### src/rtl/alu_seq.sv
// Registered EX-stage ALU: AND/OR/ADD/SUB/SLT in one cycle, plus a multi-cycle signed
// shift-add multiply that returns a {hi, result} product pair.
module alu_seq #(
    parameter int WIDTH = 32,
    parameter int CNT_W = 6
) (
    input  logic             clk,
    input  logic             reset,
    input  logic             in_valid,
    output logic             in_ready,
    input  logic [2:0]       op,
    input  logic [WIDTH-1:0] a_in,
    input  logic [WIDTH-1:0] b_in,
    output logic             out_valid,
    input  logic             out_ready,
    output logic [WIDTH-1:0] result,
    output logic [WIDTH-1:0] hi,
    output logic             zero,
    output logic             overflow,
    output logic             illegal,
    output logic [1:0]       dbg_state
);

    // Handshake: a request transfers on a rising edge with in_valid && in_ready, and the
    // requester holds op/operands until then; a result stays on the outputs with out_valid
    // high until a rising edge with out_ready high.

    typedef enum logic [1:0] {S_IDLE = 2'd0, S_MUL = 2'd1, S_DONE = 2'd2} state_t;

    localparam int MSB = WIDTH - 1;
    localparam logic [2:0] OP_AND = 3'b000;
    localparam logic [2:0] OP_OR  = 3'b001;
    localparam logic [2:0] OP_ADD = 3'b010;
    localparam logic [2:0] OP_MUL = 3'b011;
    localparam logic [2:0] OP_SUB = 3'b110;
    localparam logic [2:0] OP_SLT = 3'b111;
    localparam logic [WIDTH-1:0]   ONE_W  = WIDTH'(1);
    localparam logic [WIDTH:0]     ONE_W1 = (WIDTH + 1)'(1);
    localparam logic [2*WIDTH-1:0] ONE_P  = (2 * WIDTH)'(1);
    localparam logic [CNT_W-1:0]   LAST   = CNT_W'(WIDTH - 1);

    state_t             state_q, state_d;
    logic [CNT_W-1:0]   cnt_q, cnt_d;
    logic [2*WIDTH:0]   acc_q, acc_d;
    logic [WIDTH:0]     mcand_q, mcand_d;
    logic               neg_q, neg_d;
    logic [WIDTH-1:0]   result_q, result_d;
    logic [WIDTH-1:0]   hi_q, hi_d;
    logic               zero_q, zero_d;
    logic               ovf_q, ovf_d;
    logic               ill_q, ill_d;

    logic               accept;
    logic [WIDTH-1:0]   sum, diff, alu_res;
    logic               ovf_add, ovf_sub, alu_ovf, alu_ill;
    logic [WIDTH:0]     a_ext, a_mag, partial;
    logic [WIDTH-1:0]   b_mag;
    logic [2*WIDTH:0]   acc_step;
    logic [2*WIDTH-1:0] prod_mag, prod;

    assign in_ready  = (state_q == S_IDLE) || ((state_q == S_DONE) && out_ready);
    assign out_valid = (state_q == S_DONE);
    assign accept    = in_valid && in_ready;
    assign result    = result_q;
    assign hi        = hi_q;
    assign zero      = zero_q;
    assign overflow  = ovf_q;
    assign illegal   = ill_q;
    assign dbg_state = state_q;

    always_comb begin
        sum     = a_in + b_in;
        diff    = a_in + ~b_in + ONE_W;
        ovf_add = (a_in[MSB] == b_in[MSB]) && (sum[MSB] != a_in[MSB]);
        ovf_sub = (a_in[MSB] != b_in[MSB]) && (diff[MSB] != a_in[MSB]);
        alu_res = '0;
        alu_ovf = 1'b0;
        alu_ill = 1'b0;
        case (op)
            OP_AND: alu_res = a_in & b_in;
            OP_OR:  alu_res = a_in | b_in;
            OP_ADD: begin alu_res = sum;  alu_ovf = ovf_add; end
            OP_SUB: begin alu_res = diff; alu_ovf = ovf_sub; end
            // Correcting the sign bit with the overflow flag keeps SLT right at the extremes.
            OP_SLT: alu_res = {{(WIDTH-1){1'b0}}, diff[MSB] ^ ovf_sub};
            OP_MUL: alu_res = '0;
            default: alu_ill = 1'b1;
        endcase
    end

    // Magnitudes: A is widened so that |most-negative| is representable; B's magnitude
    // fits as an unsigned WIDTH-bit value even for the most-negative code.
    always_comb begin
        a_ext    = {a_in[MSB], a_in};
        a_mag    = a_in[MSB] ? (~a_ext + ONE_W1) : a_ext;
        b_mag    = b_in[MSB] ? (~b_in + ONE_W) : b_in;
        partial  = acc_q[2*WIDTH:WIDTH] + (acc_q[0] ? mcand_q : '0);
        acc_step = {1'b0, partial, acc_q[WIDTH-1:1]};
        prod_mag = acc_step[2*WIDTH-1:0];
        prod     = neg_q ? (~prod_mag + ONE_P) : prod_mag;
    end

    always_comb begin
        state_d  = state_q;
        cnt_d    = cnt_q;
        acc_d    = acc_q;
        mcand_d  = mcand_q;
        neg_d    = neg_q;
        result_d = result_q;
        hi_d     = hi_q;
        zero_d   = zero_q;
        ovf_d    = ovf_q;
        ill_d    = ill_q;
        case (state_q)
            S_IDLE: ;
            S_MUL: begin
                acc_d = acc_step;
                cnt_d = cnt_q + CNT_W'(1);
                if (cnt_q == LAST) begin
                    state_d  = S_DONE;
                    result_d = prod[WIDTH-1:0];
                    hi_d     = prod[2*WIDTH-1:WIDTH];
                    zero_d   = (prod[WIDTH-1:0] == '0);
                    ovf_d    = 1'b0;
                    ill_d    = 1'b0;
                end
            end
            S_DONE: if (out_ready) state_d = S_IDLE;
            default: state_d = S_IDLE;
        endcase
        // A new accept overrides the DONE->IDLE release so throughput stays at one per cycle.
        if (accept) begin
            if (op == OP_MUL) begin
                state_d = S_MUL;
                cnt_d   = '0;
                acc_d   = {{(WIDTH+1){1'b0}}, b_mag};
                mcand_d = a_mag;
                neg_d   = a_in[MSB] ^ b_in[MSB];
            end else begin
                state_d  = S_DONE;
                result_d = alu_res;
                hi_d     = '0;
                zero_d   = (alu_res == '0);
                ovf_d    = alu_ovf;
                ill_d    = alu_ill;
            end
        end
    end

    always_ff @(posedge clk or posedge reset) begin
        if (reset) begin
            state_q  <= S_IDLE;
            cnt_q    <= '0;
            acc_q    <= '0;
            mcand_q  <= '0;
            neg_q    <= 1'b0;
            result_q <= '0;
            hi_q     <= '0;
            zero_q   <= 1'b0;
            ovf_q    <= 1'b0;
            ill_q    <= 1'b0;
        end else begin
            state_q  <= state_d;
            cnt_q    <= cnt_d;
            acc_q    <= acc_d;
            mcand_q  <= mcand_d;
            neg_q    <= neg_d;
            result_q <= result_d;
            hi_q     <= hi_d;
            zero_q   <= zero_d;
            ovf_q    <= ovf_d;
            ill_q    <= ill_d;
        end
    end

endmodule
### config.mk
export PLATFORM = sky130hd
export DESIGN_NAME = alu_seq
export DESIGN_NICKNAME = d
export VERILOG_FILES = /design/src/rtl/alu_seq.sv
export SDC_FILE = /design/constraint.sdc
export NUM_CORES = 1
export LEC_CHECK = 0
export ABC_CLOCK_PERIOD_IN_PS = 6000
export BUFFER_PORTS_ARGS = -buffer_cell sky130_fd_sc_hd__buf_2
export CAP_MARGIN = 5
export CORE_UTILIZATION = 50
export DETAILED_ROUTE_END_ITERATION = 10
export PLACE_DENSITY_LB_ADDON = 0.12
export SYNTH_ARGS = -nofsm -noshare
export SYNTH_HDL_FRONTEND = slang
export SYNTH_SLANG_ARGS = --single-unit
### constraint.sdc
create_clock -name clk -period 6 [get_ports clk]
set_input_delay 0.6 -clock clk [delete_from_list [all_inputs] [get_ports clk]]
set_output_delay 0.6 -clock clk [all_outputs]
set_load 0.005 [all_outputs]
==> run summary <==
DIE
----------------------------------------------------------------------------
Effective utilization at floorplan ............................       51.45%
Die H .........................................................     188.7 um
Number of placement rows ......................................           67
Area of the core ..............................................  33870 sq um
DIE AREA ......................................................  35600 sq um
Horiz. Die Dim ................................................     188.7 um
Count of boundary I/O pins ....................................          142

YOSYS
----------------------------------------------------------------------------
Top cells by area, synth ...................................... dfrtp_1 (25%), ha_1 (9.8%), nand2_1 (6.6%)
Cell taking the most area after synthesis .....................      dfrtp_1
Post-synthesis sequential element count .......................          174
Mapped Cells ..................................................         2344
Most instantiated library cell after synthesis ................      nand2_1
Nets in the synthesized netlist ...............................         2556
Fraction of registers with async set or reset after synthesis .       100.0%
Synth unique cells ............................................           88
Primary flip-flop cell chosen by synthesis mapping ............      dfrtp_1
Area of the mapped netlist ....................................  17420 sq um
Number of enable flip-flop cells after synthesis ..............            0
Share of Yosys cell area claimed by the top area cell type ....       24.99%
Sequential element share of the synthesized area ..............       24.99%
Top cells by instance count after synthesis ................... nand2_1 (307), nor2_1 (210), a21oi_1 (205)
Synth warnings ................................................            0
Synthesized area per cell .....................................  7.434 sq um

CLOCKING
----------------------------------------------------------------------------
TritonCTS clock tree ..........................................         done
Number of gates given a new drive strength after cts ..........            0
Level count of the clock H-tree ...............................            4
Clock root buffer .............................................    clkbuf_16
Clk sinks .....................................................          174
Total clock buffers created by CTS ............................           17
Later-pin clock latency in the skew report ....................       450 ps
Setup fix buffers added after clock tree synthesis ............            0
Maximum number of buffers from clock root to sink .............            2
CTS clock-pin slew for the worst setup and hold paths .........        70 ps
Post-CTS Hold Fix Bufs ........................................            0

GLOBAL ROUTE
----------------------------------------------------------------------------
Initial antenna violation count ...............................            7
Maximum number of pins on one net before global-route repair ..           68
Vias in the first global route ................................        17070
Global-route wire length before repair ........................     99330 um
Total track usage .............................................       36.02%
Aggregate global routing overflow .............................            0

TIMING
----------------------------------------------------------------------------
Final hold violation count ....................................            0
Setup repair after global routing missed its margin ...........           no
Layout Skew ...................................................     13.06 ps
Worst slack on hold paths .....................................     242.2 ps
Final-report max-slew violation count .........................            0
Post-route setup TNS ..........................................         0 ps
Time the worst path needs with I/O delays and setup ...........      5427 ps
Actual slew at the worst max-slew pin .........................      1259 ps
Part of the cycle the worst path needs ........................       90.44%
Final setup vio count .........................................            0
Headroom to the max-slew limit ................................       13.91%
Max Fclk ......................................................   0.1843 GHz
Fin worst setup slack .........................................     573.3 ps

WORST SETUP PATH
----------------------------------------------------------------------------
Element type at the critical path start ....................... primary input
Maximum fanout along the worst path ...........................            5
Worst setup EP type ...........................................         flop
Worst Path Required ...........................................      6370 ps
Kind of critical path .........................................       in2reg
Arrival time at the worst endpoint ............................      5800 ps

DETAILED ROUTING
----------------------------------------------------------------------------
Starting DRC count in detailed routing ........................         1841
Routed length per placed instance .............................     22.63 um
Length of the first detailed-routing pass in iterations .......            6
Routed vias/inst ..............................................        6.401
Routed WL .....................................................     64540 um
Post-route DRC ................................................            0
Overall via count from detail_route ...........................        18260
Final antenna-violating net count .............................            0

HOLD PATH
----------------------------------------------------------------------------
Kind of path behind the tightest hold check ...................     in2async

CELLS AND AREA
----------------------------------------------------------------------------
Net count, final ..............................................         2602
Share of post-route cells with drive strength above 1 .........       10.11%
Area growth from synthesis to layout ..........................       9.048%
Area of the multi-input gates .................................  12110 sq um
Register Area .................................................   4355 sq um
Final cell count without fillers ..............................         2852
Number of filler instances in the final layout ................         3327

RUN STATUS
----------------------------------------------------------------------------
Result of the run ............................................. finished clean

PLACE
----------------------------------------------------------------------------
Placer's final routability congestion estimate ................        1.000
Pre-CTS setup slack ...........................................     388.3 ps
PortBufs ......................................................          141
Post-placement cell count .....................................         2819
Dpl hpwl ......................................................     50180 um

POWER
----------------------------------------------------------------------------
Worst voltage drop across the vdd grid ........................     196.4 uV
Leakage component of the power ................................     8.513 nW
Total power divided by cell area .............................. 324.2 nW/um^2

FLOW RUN
----------------------------------------------------------------------------
Reported max-cap violation count ..............................            0

[through the flow]
stage	area, sq um	util (%)	total power, mW
detailed placement	18430	54.42	4.996
finish	19000	56.10	6.160
floorplan	17420	-	4.046
global placement	18430	54.42	4.938
global route	19000	56.10	6.569
CTS	19000	56.10	6.105
[placed cells by master, fill, tap and decap left out, types with 39 or more instances in the layout]
cell / netlist / final
nand2_1: 307 / 306
nor2_1: 210 / 210
a21oi_1: 205 / 204
dfrtp_1: 174 / 173
o21ai_0: 162 / 162
buf_2: 1 / 141
ha_1: 137 / 137
inv_1: 121 / 120
xnor2_1: 92 / 92
xor2_1: 62 / 62
o31ai_1: 51 / 51
nand3_1: 51 / 50
nor3_1: 50 / 49
a31oi_1: 47 / 47
a211oi_1: 45 / 44
and2_1: 39 / 39
[critical path: stages]
cell       delay (ps)
buf_2             120
inv_1             190
ha_1              290
o21ba_2           220
nor4_1            590
o21a_1            280
a2111oi_0         260
nor2_1            170
a211oi_1           70
nor2_1            120
o21bai_1           90
a21oi_1           160
nor2_1             80
fa_1              350
nand3_1           140
o211ai_1          110
o21ai_0           130
and4_1            210
nor4bb_1          250
nand4_1           130
nor4_1            510
o2111ai_1         210
nor4_1            280
nand2_1            90
o22ai_1           150
[worst paths after layout]
path | startpoint | endpoint | slack [ps] | depth (start not counted)
max | a_in[1] | zero$_DFF_PP0_ | 570 | 25
min | reset | mcand_q[0]$_DFFE_PP0P_ | 240 | 2
max reg2reg | acc_q[0]$_DFF_PP0_ | hi[26]$_DFF_PP0_ | 760 | 13
min reg2reg | hi[19]$_DFF_PP0_ | hi[19]$_DFF_PP0_ | 480 | 2
max in group asynchronous | reset | hi[25]$_DFF_PP0_ | 4600 | 3
min in group clk | hi[19]$_DFF_PP0_ | hi[19]$_DFF_PP0_ | 480 | 2
[report_power, final]
part           internal, mW  switching [mW]
clock network         0.596           0.504
logic                  1.20            1.97
registers              1.51           0.378
[layer usage]
metal,track usage (%),vias to the layer above,wire [um]
met2,58.41,800,29580
met1,48.96,8804,27780
met3,5.141,134,4924
li1,-,8519,-
met4,12.16,0,2264
met5,0,-,0
[registers in the layout, summed over array words and instances, names as in the netlist]
signal,count
acc_q,65
mcand_q,33
hi,32
result,32
cnt_q,6
dbg_state,2
illegal,1
neg_q,1
overflow,1
zero,1
[cell families (layout without fill, tap and decap cells)]
kind of cell | Yosys count | in the layout | synth area share, %
adders and majority gates | 141 | 141 | 10.30
and+or+nand+nor | 856 | 856 | 23.30
buffers and inverters | 267 | 326 | 5.766
DFF | 174 | 174 | 24.99
xor gates and xnor gates | 154 | 154 | 7.741
other | 0 | 1 | 0
AOI/OAI and AO/OA | 732 | 732 | 26.75
muxes | 20 | 20 | 1.156
[cell type report]
type	count	share of cell area [%]
repair buffers	172	4.939
diodes	1	0.01317
clock inverters	12	0.5861
well taps	448	2.950
flip-flops and latches	174	22.92
clock buffers	20	2.404
multi-input cells	1903	63.75
inverters	122	2.436
No activity file was read; power rests on OpenSTA's default activity.
